[config.mk]
export PLATFORM = sky130hd
export DESIGN_NAME = rfs_bt_uart_rx
export DESIGN_NICKNAME = d
export VERILOG_FILES = /design/src/rtl/rfs_bt_uart_rx.sv
export SDC_FILE = /design/constraint.sdc
export NUM_CORES = 1
export LEC_CHECK = 0
export CORE_MARGIN = 5
export CORE_UTILIZATION = 40
export DETAILED_ROUTE_END_ITERATION = 6
export GPL_TIMING_DRIVEN = 0
export SYNTH_ARGS = -nofsm -noshare
export SYNTH_HDL_FRONTEND = slang
export SYNTH_SLANG_ARGS = --single-unit
[constraint.sdc]
create_clock -name clk -period 5 [get_ports clk]
set_clock_uncertainty 0.1 [all_clocks]
set_input_delay 0.5 -clock clk [delete_from_list [all_inputs] [get_ports clk]]
set_output_delay 0.5 -clock clk [all_outputs]
set_load 0.01 [all_outputs]
[src/rtl/rfs_bt_uart_rx.sv]
// rfs_bt_uart_rx: 16x-oversampled UART receiver with a byte FIFO behind an Avalon-MM slave and a level irq.
// Optional feature macro: RFS_BT_UART_PARITY_EN adds an even-parity bit after the 8 data bits.
module rfs_bt_uart_rx #(
    parameter int DIV_DEFAULT = 27,
    parameter int FIFO_DEPTH  = 16
) (
    input  logic        clk,
    input  logic        reset_n,
    input  logic        rxd,
    input  logic [1:0]  avs_address,
    input  logic        avs_read,
    output logic [31:0] avs_readdata,
    input  logic        avs_write,
    input  logic [31:0] avs_writedata,
    output logic        irq
);

    localparam int PTR_W = $clog2(FIFO_DEPTH);
    localparam int CNT_W = PTR_W + 1;
    localparam logic [15:0]      DIV_RESET = 16'(DIV_DEFAULT);
    localparam logic [CNT_W-1:0] CNT_FULL  = CNT_W'(FIFO_DEPTH);

    localparam logic [2:0] S_IDLE   = 3'd0;
    localparam logic [2:0] S_START  = 3'd1;
    localparam logic [2:0] S_DATA   = 3'd2;
    localparam logic [2:0] S_STOP   = 3'd4;
    localparam logic [2:0] S_WAITHI = 3'd5;
`ifdef RFS_BT_UART_PARITY_EN
    localparam logic [2:0] S_PAR        = 3'd3;
    localparam logic [2:0] S_AFTER_DATA = S_PAR;
`else
    localparam logic [2:0] S_AFTER_DATA = S_STOP;
`endif

    logic                 r_rxd_meta;
    logic                 r_rxd_sync;
    logic [15:0]          r_div;
    logic                 r_irq_en;
    logic [15:0]          r_tick_cnt;
    logic [2:0]           r_state;
    logic [3:0]           r_samp_cnt;
    logic [2:0]           r_bit_cnt;
    logic [7:0]           r_shift;
    logic [7:0]           r_mem [FIFO_DEPTH];
    logic [PTR_W-1:0]     r_wr_ptr;
    logic [PTR_W-1:0]     r_rd_ptr;
    logic [CNT_W-1:0]     r_count;
    logic                 r_oe;
    logic                 r_fe;
    logic                 r_irq;
    logic [31:0]          r_readdata;

    logic                 w_rd_data;
    logic                 w_wr_status;
    logic                 w_wr_baud;
    logic                 w_wr_ctrl;
    logic [15:0]          w_div_eff;
    logic [15:0]          w_new_div_eff;
    logic                 w_tick;
    logic                 w_stop_sample;
    logic                 w_push;
    logic                 w_fe_set;
    logic                 w_full;
    logic                 w_pop;
    logic                 w_flush;
    logic                 w_push_ok;
    logic                 w_oe_set;
    logic                 w_pe;
    logic [31:0]          w_status;
    logic                 w_unused;

    assign w_unused = ^avs_writedata[31:16];

    assign w_rd_data   = avs_read  && (avs_address == 2'd0);
    assign w_wr_status = avs_write && (avs_address == 2'd1);
    assign w_wr_baud   = avs_write && (avs_address == 2'd2);
    assign w_wr_ctrl   = avs_write && (avs_address == 2'd3);

    // The pin is asynchronous; nothing downstream may look at rxd before these two flops.
    always_ff @(posedge clk or negedge reset_n) begin
        if (!reset_n) begin
            r_rxd_meta <= 1'b1;
            r_rxd_sync <= 1'b1;
        end else begin
            r_rxd_meta <= rxd;
            r_rxd_sync <= r_rxd_meta;
        end
    end

    always_ff @(posedge clk or negedge reset_n) begin
        if (!reset_n) begin
            r_div    <= DIV_RESET;
            r_irq_en <= 1'b0;
        end else begin
            if (w_wr_baud) begin
                r_div <= avs_writedata[15:0];
            end
            if (w_wr_ctrl) begin
                r_irq_en <= avs_writedata[0];
            end
        end
    end

    // A divisor of 0 would tick every cycle with no reload gap, so it is treated as 1.
    assign w_div_eff     = (r_div == 16'd0) ? 16'd1 : r_div;
    assign w_new_div_eff = (avs_writedata[15:0] == 16'd0) ? 16'd1 : avs_writedata[15:0];
    assign w_tick        = (r_tick_cnt == 16'd0);

    always_ff @(posedge clk or negedge reset_n) begin
        if (!reset_n) begin
            r_tick_cnt <= (DIV_RESET == 16'd0) ? 16'd1 : DIV_RESET;
        end else if (w_wr_baud) begin
            r_tick_cnt <= w_new_div_eff;
        end else if (w_tick) begin
            r_tick_cnt <= w_div_eff;
        end else begin
            r_tick_cnt <= r_tick_cnt - 16'd1;
        end
    end

`ifdef RFS_BT_UART_PARITY_EN
    logic r_par_bit;
`endif

    // Start is confirmed at mid-bit (tick 7); every later bit is sampled 16 ticks after the previous one.
    always_ff @(posedge clk or negedge reset_n) begin
        if (!reset_n) begin
            r_state    <= S_IDLE;
            r_samp_cnt <= 4'd0;
            r_bit_cnt  <= 3'd0;
            r_shift    <= 8'd0;
`ifdef RFS_BT_UART_PARITY_EN
            r_par_bit  <= 1'b0;
`endif
        end else if (w_wr_baud) begin
            r_state    <= S_IDLE;
            r_samp_cnt <= 4'd0;
        end else begin
            case (r_state)
                S_IDLE: begin
                    if (!r_rxd_sync) begin
                        r_state    <= S_START;
                        r_samp_cnt <= 4'd0;
                    end
                end
                S_START: begin
                    if (w_tick) begin
                        if (r_samp_cnt == 4'd7) begin
                            r_samp_cnt <= 4'd0;
                            r_bit_cnt  <= 3'd0;
                            r_state    <= r_rxd_sync ? S_IDLE : S_DATA;
                        end else begin
                            r_samp_cnt <= r_samp_cnt + 4'd1;
                        end
                    end
                end
                S_DATA: begin
                    if (w_tick) begin
                        r_samp_cnt <= r_samp_cnt + 4'd1;
                        if (r_samp_cnt == 4'd15) begin
                            r_shift   <= {r_rxd_sync, r_shift[7:1]};
                            r_bit_cnt <= r_bit_cnt + 3'd1;
                            if (r_bit_cnt == 3'd7) begin
                                r_state <= S_AFTER_DATA;
                            end
                        end
                    end
                end
`ifdef RFS_BT_UART_PARITY_EN
                S_PAR: begin
                    if (w_tick) begin
                        r_samp_cnt <= r_samp_cnt + 4'd1;
                        if (r_samp_cnt == 4'd15) begin
                            r_par_bit <= r_rxd_sync;
                            r_state   <= S_STOP;
                        end
                    end
                end
`endif
                S_STOP: begin
                    if (w_tick) begin
                        r_samp_cnt <= r_samp_cnt + 4'd1;
                        if (r_samp_cnt == 4'd15) begin
                            r_state <= r_rxd_sync ? S_IDLE : S_WAITHI;
                        end
                    end
                end
                S_WAITHI: begin
                    if (r_rxd_sync) begin
                        r_state <= S_IDLE;
                    end
                end
                default: begin
                    r_state <= S_IDLE;
                end
            endcase
        end
    end

    assign w_stop_sample = (r_state == S_STOP) && w_tick && (r_samp_cnt == 4'd15) && !w_wr_baud;
    assign w_push        = w_stop_sample && r_rxd_sync;
    assign w_fe_set      = w_stop_sample && !r_rxd_sync;

    // A pop in the same cycle frees the slot, so a push into a full FIFO only overruns without one.
    assign w_full    = (r_count == CNT_FULL);
    assign w_pop     = w_rd_data && (r_count != '0);
    assign w_flush   = w_wr_ctrl && avs_writedata[1];
    assign w_push_ok = w_push && (!w_full || w_pop);
    assign w_oe_set  = w_push && w_full && !w_pop && !w_flush;

    always_ff @(posedge clk or negedge reset_n) begin
        if (!reset_n) begin
            r_wr_ptr <= '0;
            r_rd_ptr <= '0;
            r_count  <= '0;
        end else if (w_flush) begin
            r_wr_ptr <= '0;
            r_rd_ptr <= '0;
            r_count  <= '0;
        end else begin
            if (w_push_ok) begin
                r_wr_ptr <= r_wr_ptr + PTR_W'(1);
            end
            if (w_pop) begin
                r_rd_ptr <= r_rd_ptr + PTR_W'(1);
            end
            case ({w_push_ok, w_pop})
                2'b10:   r_count <= r_count + CNT_W'(1);
                2'b01:   r_count <= r_count - CNT_W'(1);
                default: r_count <= r_count;
            endcase
        end
    end

    always_ff @(posedge clk) begin
        if (w_push_ok && !w_flush) begin
            r_mem[r_wr_ptr] <= r_shift;
        end
    end

    // Sticky flags: a set in the same cycle as a write-1-to-clear wins.
    always_ff @(posedge clk or negedge reset_n) begin
        if (!reset_n) begin
            r_oe <= 1'b0;
            r_fe <= 1'b0;
        end else begin
            r_oe <= w_oe_set | (r_oe & ~(w_wr_status & avs_writedata[8]));
            r_fe <= w_fe_set | (r_fe & ~(w_wr_status & avs_writedata[9]));
        end
    end

`ifdef RFS_BT_UART_PARITY_EN
    logic r_pe;
    logic w_pe_set;

    assign w_pe_set = w_push && ((^r_shift) ^ r_par_bit);

    always_ff @(posedge clk or negedge reset_n) begin
        if (!reset_n) begin
            r_pe <= 1'b0;
        end else begin
            r_pe <= w_pe_set | (r_pe & ~(w_wr_status & avs_writedata[10]));
        end
    end

    assign w_pe = r_pe;
`else
    assign w_pe = 1'b0;
`endif

    always_comb begin
        w_status     = 32'(r_count);
        w_status[8]  = r_oe;
        w_status[9]  = r_fe;
        w_status[10] = w_pe;
    end

    always_ff @(posedge clk or negedge reset_n) begin
        if (!reset_n) begin
            r_readdata <= 32'd0;
        end else if (avs_read) begin
            case (avs_address)
                2'd0:    r_readdata <= (r_count != '0) ? {23'd0, 1'b1, r_mem[r_rd_ptr]} : 32'd0;
                2'd1:    r_readdata <= w_status;
                2'd2:    r_readdata <= {16'd0, r_div};
                default: r_readdata <= {31'd0, r_irq_en};
            endcase
        end
    end

    always_ff @(posedge clk or negedge reset_n) begin
        if (!reset_n) begin
            r_irq <= 1'b0;
        end else begin
            r_irq <= r_irq_en & ((r_count != '0) | r_oe | r_fe | w_pe);
        end
    end

    assign avs_readdata = r_readdata;
    assign irq          = r_irq;

endmodule

======== Word level (Yosys, flattened, before mapping) ========
Memories as Yosys holds them, arrays and structs flattened.
Cells that the tools add are included.
word-level totals
  memories kept ........................... 1
  bits of input ports ..................... 39
  logic and storage cells ................. 139
  bits in writable memories ............... 128
  output and inout port bits .............. 33
  bits in registers ....................... 101
cells by class
  eq/ne operators ......................... 27
  reductions and logical operators ........ 38
  bitwise gates (word level) .............. 12
  multiplexer cells ....................... 38
  add/subtract/negate cells ............... 7
memories
  name   depth  width  read ports  clocked after Yosys merged registers in  wr ports  RTL line  text
  r_mem  16     8      1           0                                        1         44        logic [7:0] r_mem [FIFO_DEPTH];
operators with widths
  kind                     number
  $pmux W32 S3             1
  $mux W16                 4
  $logic_not A16 Y1        3
  $mux W3                  15
  $mux W4                  9
  $ne A3 B3 Y1 const B     9
  $logic_and A1 B1 Y1      16
  $sub A16 B1 Y16 const B  1
  $pmux W3 S5              1
  $add A4 B1 Y4 const B    3
  $pmux W4 S3              1
  $pmux W5 S2              1
  $eq A3 B3 Y1 const B     3
  $mux W9                  1
  $reduce_and A9 Y1        1
  $ne A2 B2 Y1 const B     4
  $reduce_and A4 Y1        2
  $eq A2 B2 Y1 const B     3
  $pmux W3 S2              1
  $reduce_and A6 Y1        1
  $reduce_bool A2 Y1       3
  $add A5 B1 Y5 const B    1
  $and A1 B1 Y1            5
  $eq A5 B5 Y1 const B     1
  other kinds (21)         32

======== Longest topological paths before layout ========
Gate-level depths: netlist (run 1).
  word-level depth ........................ 9
  depth in mapped cells ................... 12
  gate-level depth less buffers ........... 12

======== Worst setup path after synthesis (run 1) ========
Ideal clock, no wire load.
  kind .................................... reg-to-reg
  start ................................... reg r_tick_cnt[0]
  end ..................................... reg r_count[4]
  library setup time ...................... 0.132 ns
  path slack .............................. 2.254 ns
  stages on the path, launching flop included .. 13
  period minus slack after synthesis ...... 2.746 ns
  arrival time ............................ 2.514 ns
  buffers on the path ..................... 0
  path through ............................ dfstp_2 -> inv_1 -> ha_1 -> nor4b_1 -> and4_1 -> a21oi_1 -> ha_1 -> a21o_1 -> a21oi_1 -> o211ai_1 -> o31ai_1 -> xnor2_1 -> nor2_1
on the way
  longest elaborated chain between the ends .. 9
  elaborated cells between the ends (all ways) .. 11
  classes of those cells .................. eq/ne: 2; mux: 2; reduce/logical: 7
RTL lines
  item                                          RTL line  text
  start: declaration                            39        logic [15:0] r_tick_cnt;
  start signal: assignment                      111       r_tick_cnt <= (DIV_RESET == 16'd0) ? 16'd1 : DIV_RESET;
  start signal: assignment                      113       r_tick_cnt <= w_new_div_eff;
  start signal: assignment                      115       r_tick_cnt <= w_div_eff;
  $logic_not A16 Y1 (*)                         107       assign w_tick = (r_tick_cnt == 16'd0);
  $logic_and A1 B1 Y1 (*) (3 in a row)          200       assign w_stop_sample = (r_state == S_STOP) && w_tick && (r_samp_cnt == 4'd15) && !w_wr_baud;
  $logic_and A1 B1 Y1 (*)                       201       assign w_push = w_stop_sample && r_rxd_sync;
  $logic_and A1 B1 Y1 (*)                       208       assign w_push_ok = w_push && (!w_full || w_pop);
  $eq A2 B1 Y1 or $eq A2 B2 Y1 (tied branches)  227       case ({w_push_ok, w_pop})
  $pmux W5 S2                                   227
  $mux W5                                       216       end else if (w_flush) begin
  end signal: assignment                        228       2'b10: r_count <= r_count + CNT_W'(1);
  end signal: assignment                        229       2'b01: r_count <= r_count - CNT_W'(1);
  end signal: assignment                        230       default: r_count <= r_count;
  end: declaration                              47        logic [CNT_W-1:0] r_count;
Mark *: on every way between the ends. The rest lies on a longest branch, timed or not.
A chain may end at the register's enable or synchronous reset.

======== Final worst setup path (run 1) ========
  start ................................... reg r_tick_cnt[0]
  end ..................................... mem r_mem[9][4], enable pin
on the way
  longest elaborated chain between the ends .. 9
RTL lines
  item                              RTL line  text
  $logic_not A16 Y1                 107
  $logic_and A1 B1 Y1 (3 in a row)  200
  $logic_and A1 B1 Y1               201
  $logic_and A1 B1 Y1               208
  $logic_and A1 B1 Y1               236       if (w_push_ok && !w_flush) begin
  $mux W1                           236
  $mux W1 (not written as such)     237       r_mem[r_wr_ptr] <= r_shift;
  end: declaration                  44
No other way between the ends.

==> results of run 1 <==
## per-stage QoR
step           std cells  worst slack [ns]  hold WS, ns
2_1_floorplan        724              2.25        0.104
3_3_place_gp        1082           -0.0386        0.249
3_5_place_dp        1083              1.40        0.247
4_1_cts             1126              1.68        0.255
5_1_grt             1126              1.39        0.263
6_report            1126              1.59        0.254
## worst min-delay path by stage
stage / startpoint / end / slack (ns) / depth (start not counted)
4_1_cts: r_rxd_meta / r_rxd_sync / 0.25 / 0
5_1_grt: r_rxd_meta / r_rxd_sync / 0.26 / 0
3_3_place_gp: r_rxd_meta / r_rxd_sync / 0.25 / 0
6_report: r_rxd_meta / r_rxd_sync / 0.25 / 0
2_1_floorplan: reset_n / avs_readdata[0] / 0.10 / 0
3_5_place_dp: r_rxd_meta / r_rxd_sync / 0.25 / 0
## flip-flops by register name (all words and copies together) (netlist names)
register	count
r_mem	128
avs_readdata	16
r_div	16
r_tick_cnt	16
r_shift	8
r_count	5
r_rd_ptr	4
r_samp_cnt	4
r_wr_ptr	4
r_bit_cnt	3
r_state	3
irq	1
r_fe	1
r_irq_en	1
r_oe	1
r_rxd_meta	1
r_rxd_sync	1
## synth_stat cells, drive strengths merged, types with 3 or more instances
library cell,n
o211ai,5
dfrtp,75
xnor2,8
or3,5
o21ai,51
inv,17
nand3b,3
nand3,20
edfxtp,128
buf,23
mux2i,5
clkbuf,25
and4,3
ha,14
mux4,40
a22oi,8
nor2,45
nor3b,3
a21oi,14
and3,6
o31ai,6
and2,14
dfstp,10
nor3,9
nor4,13
or4,4
nand4,5
mux2,11
nor4b,4
xor2,11
nand2,106
## layout make-up
class / count / area (sq um)
multi-input cells: 446 / 3270
clock inverters: 6 / 67.6
fillers: 2061 / 12300
repair buffers: 41 / 425
well taps: 319 / 399
flip-flops and latches: 213 / 5980
inverters: 17 / 63.8
clock buffers: 36 / 684
plain buffers: 48 / 246
## power groups by stage
stage               logic (mW)  registers (mW)  clock network, mW
global placement         0.405            2.10                  0
floorplan                0.288            2.08                  0
finish                   0.417            2.07               1.67
detailed placement       0.414            2.10                  0
CTS                      0.418            2.07               1.71
global route             0.481            2.08               1.78
## logic make-up (layout without fill, tap and decap cells)
logic type      after synthesis  after routing  synth area share (%)
mux                          56             56                  11.3
compound gates               96             96                  6.09
simple gates                244            244                  12.6
fa+ha+maj                    15             15                  2.05
flops                       213            213                  62.9
other cells                   1             16                0.0394
buf+inv                      65            148                  3.26
xor+xnor                     19             19                  1.75
## layout by cell type, fill, tap and decap left out, drive strengths merged, types with 3 or more instances in the layout
cell             n
edfxtp         128
nand2          106
dfrtp           75
clkbuf          61
o21ai           51
nor2            45
mux4            40
clkdlybuf4s50   38
buf             25
nand3           20
inv             18
conb            16
a21oi           14
and2            14
ha              14
nor4            13
xor2            11
mux2            11
dfstp           10
nor3             9
xnor2            8
a22oi            8
and3             6
o31ai            6
or3              5
o211ai           5
mux2i            5
nand4            5
nor4b            4
or4              4
clkinv           4
nand3b           3
nor3b            3
and4             3
## critical path, cell delays in order, from the launching register on
cell and delay [ns]:
dfstp_2 0.37, inv_1 0.09, ha_1 0.21, nor4b_1 0.36
and4_1 0.44, nand3_1 0.32, nor4b_1 0.63, and2_1 0.52
## routing by layer
layer  routed length, um  track usage (%)  vias up
met5                   0                0        -
met2                9490             24.1      146
met3                1060             2.53       36
met4                 458             3.96        0
li1                    -                -     2748
met1               10200             24.3     2928
## what timing repair did
action | CTS | global route
endpoints found under the setup margin | 0 | 0
hold buffers | 1 | 0
hold endpoints to repair | 40 | 0
==> flow_summary.ini, run 1 <==
[drt]
drc = 0
first_pass_iters = 5
vias_per_cell = 5.20
ant_nets = 0
drtIter0Drc = 609
finalWirelength_um = 21200
vias = 5858
post_drt_wl_per_cell_um = 18.8

[logic_synthesis]
syn_area_sq_um = 9510
synth-seq-cells = 213
synth_area_per_cell_sq_um = 13.4
yosysTopAreaCell = edfxtp_1
ys_warn_count = 0
ys.flop_type = edfxtp_1
yosys.cell_types.count = 52
synth_top_area_share_pct = 40.4
async_flop_share_pct = 39.9
ys_top_cells_by_area = edfxtp_1 40%, dfrtp_1 20%, mux4_2 9.5%
yosysSeqAreaShare_pct = 62.9
synthesis.instances = 709
synth-edff-count = 128

[finish]
area_growth_pct = 17.2
diodes = 0
final_core_util_pct = 47.5
drive_gt1_share_pct = 15.4
fin_nets = 844
stdcell_area_sq_um = 11100

[pwr]
p_comb_share_pct = 10.1
p_switching_mw = 1.01
intPower_mw = 3.14
fin_total_pwr_mw = 4.15
p_sw_share_pct = 24.4
ir_drop_mv = 0.210
seq_power_share_pct = 49.8
p_leak_nw = 4.55
powerDensity_nw_per_um2 = 372
pwr-share-clk_pct = 40.1

[die]
fp.dieH_um = 164
die-area_sq_um = 27000
io_pins = 72
die_w_um = 164
rows = 56
start_util_pct = 40.5
core_area_sq_um = 23500

[job]
cap_violations = 0

[cts]
postCtsSetupBuffers = 0
clk_pin_slew_worst_paths_ns = 0.06
numCtsBuffers = 23
cts_tree = yes
cts_root_buffer = clkbuf_16
cts_resized = 0
clockBufferDepth = 3
clkLatencyLatePin_ns = 0.52
cts_htree_levels = 1
cts_sinks = 213

[timing]
rsz0062_at_grt = no
tightestPinTransition_ns = 0.861
final_max_slew_viol_count = 0
period_needed_ns = 3.41
setup_tns_ns = 0
setup_viol = 0
max_freq_ghz = 0.293
relSlewSlack_pct = 42.4
post-route-period-util_pct = 68.2
finalHoldViolations = 0

[run_status]
outcome = complete, no violations

[grt]
grt_max_degree = 46
first_global_vias = 5728
grt_pass1_wl_um = 33400
overflow = 0
antenna_found_initial = 0
grt_usage_pct = 16.0

[placed_design]
port_buffers = 39
gp_congestion = 0.847
dp_hpwl_um = 14700
place_area_sq_um = 10400

[worst_setup_path]
worstPathRequired_ns = 5.06
crit_end = r_mem[9][4]
cp_max_fo = 8
reg2reg_to = r_mem[9][4]
rr_worst_depth = 7
cp-startpoint = r_tick_cnt[0]
r2r-start = r_tick_cnt[0]
end_kind = flop
worstSetupStartpointType = flop
r2r_slack_ns = 1.59
crit_arrival_ns = 3.47
worst-setup-path-type = reg -> reg

[worst_hold_path]
min_path_type = reg -> reg
Note: power is estimated with default switching activity, not from simulation.
==> run 2: changes to the inputs <==
==> constraint.sdc (replaced) <==
create_clock -name clk -period 3.3 [get_ports clk]
set_clock_uncertainty 0.1 [all_clocks]
set_input_delay 0.33 -clock clk [delete_from_list [all_inputs] [get_ports clk]]
set_output_delay 0.33 -clock clk [all_outputs]
set_load 0.01 [all_outputs]
==> run 2 against run 1 <==
Net effect: sequential power increased by 51%; fmax up 6.7%; critical endpoint is now r_mem[13][5]; critical path type unchanged; setup slack worse by 1.5 ns; first-iteration DRC count unchanged.
==> flow_summary.ini, run 2 (synthesis gave the netlist of run 1 again) <==
[run_status]
outcome = complete, no violations

[timing]
setup_ws_ns = 0.107
max_freq_ghz = 0.313
finalHoldViolations = 0
tightestPinTransition_ns = 0.907
setup_viol = 0
period_needed_ns = 3.19
post-route-period-util_pct = 96.8
relSlewSlack_pct = 39.3
rsz0062_at_grt = yes
holdWs_ns = 0.123
final_max_slew_viol_count = 0
setup_tns_ns = 0

[die]
die-area_sq_um = 27000
fp.dieH_um = 164
start_util_pct = 40.5
io_pins = 72
die_w_um = 164
core_area_sq_um = 23500
rows = 56

[drt]
vias_per_cell = 5.23
vias = 5887
post_drt_wl_per_cell_um = 18.8
first_pass_iters = 5
drtIter0Drc = 609
drc = 0
ant_nets = 0
finalWirelength_um = 21200

[grt]
grt_usage_pct = 16.0
first_global_vias = 5722
overflow = 0
antenna_found_initial = 0
grt_pass1_wl_um = 33400
grt_max_degree = 46

[worst_setup_path]
cp-startpoint = r_tick_cnt[0]
cp_top_family = simple AND/OR/NAND/NOR gates
r2r-start = r_tick_cnt[0]
worst-setup-path-type = reg -> reg
crit_end = r_mem[13][5]
worstSetupStartpointType = flop
cp_max_fo = 8
cp.depth = 8
crit_arrival_ns = 3.24
crit_chain = inv_1, ha_1, nor4b_1, and4_2, nand3_1, nor2_1, nand3_1, nor2_1
r2r_slack_ns = 0.11
worstPathRequired_ns = 3.35
rr_worst_depth = 8
end_kind = flop
max_stage_delay_ns = 0.61
reg2reg_to = r_mem[13][5]
critical_path.slowest_cell = nor2_1
path_buf_inv = 1

[placed_design]
place_inst = 1083
dp_slack_ns = -0.126
dp_hpwl_um = 14700
gp_congestion = 0.847
port_buffers = 39
place_area_sq_um = 10400

[finish]
drive_gt1_share_pct = 17.1
n_fill_cell = 2056
diodes = 0
final_common_cell = edfxtp_1
stdcell_area_sq_um = 11200
final_cell_count_no_fill = 1126
area_growth_pct = 17.5
fin_nets = 844
final_cell_mix = 128 x edfxtp_1, 106 x nand2_1, 75 x dfrtp_1
top_register = r_mem
largest_reg_flops = 128
final_core_util_pct = 47.6

[cts]
cts_root_buffer = clkbuf_16
clkLatencyLatePin_ns = 0.51
clockBufferDepth = 3
cts_sinks = 213
cts_htree_levels = 1
clk_pin_slew_worst_paths_ns = 0.06
numCtsBuffers = 23
cts_tree = yes

[job]
cap_violations = 0

[worst_hold_path]
min_path_type = in -> reg

[pwr]
p_leak_nw = 4.56
ir_drop_mv = 0.317
fin_total_pwr_mw = 6.29
powerDensity_nw_per_um2 = 563
run 2: cell count changes in the layout (fill, tap and decap cells not counted), moves of 2 or more:
cell and change:
nor2_1 -2, nor4b_2 +2, nor2_2 +2, and2_2 +8
nor4b_1 -2, and2_1 -8
run 2: report_power, final:
part / internal (mW) / switching, mW
registers: 2.96 / 0.170
clock network: 1.51 / 1.02
logic: 0.282 / 0.350
run 2: area by class of cell:
cell class | instances | area, sq um | share of cell area (%)
buffer | 48 | 246 | 2.21
clock buffer | 36 | 684 | 6.12
clock inverter | 6 | 67.6 | 0.604
inverter | 17 | 63.8 | 0.571
multi-input combinational | 446 | 3310 | 29.6
sequential | 213 | 5980 | 53.5
tap | 319 | 399 | 3.57
timing repair buffer | 41 | 425 | 3.81
run 2: worst register-to-register path, stage by stage (launching register included):
cell and delay [ns]:
dfstp_2 0.38, inv_1 0.09, ha_1 0.22, nor4b_1 0.33, and4_2 0.40, nand3_1 0.33, nor2_1 0.18, nand3_1 0.19
nor2_1 0.61
run 2: worst min-delay path by stage:
| stage | startpoint | to | cells after the start |
|---|---|---|---|
| after detailed placement | reset_n | r_tick_cnt[10] | 1 |
| final | rxd | r_rxd_meta | 1 |
| after global routing | rxd | r_rxd_meta | 1 |
| after CTS | rxd | r_rxd_meta | 1 |
| after floorplan | reset_n | avs_readdata[0] | 0 |
| after global placement | r_rxd_meta | r_rxd_sync | 0 |
run 2: routing by layer:
layer  vias to the layer above  track usage [%]  share of wire, %
met2                       142             24.1                45
met3                        37             2.53               5.2
met1                      2959             24.3                48
met4                         0             3.96               2.1
met5                         -                0                 0
li1                       2749                -                 -
run 2: timing repair:
action / in CTS / in global routing
hold buffers: 1 / 0
setup buffers: 0 / 0
hold endpoints to repair: 40 / 0
gates resized for setup: 3 / 11
pin swaps: 0 / 1
setup endpoints to repair: 40 / 119
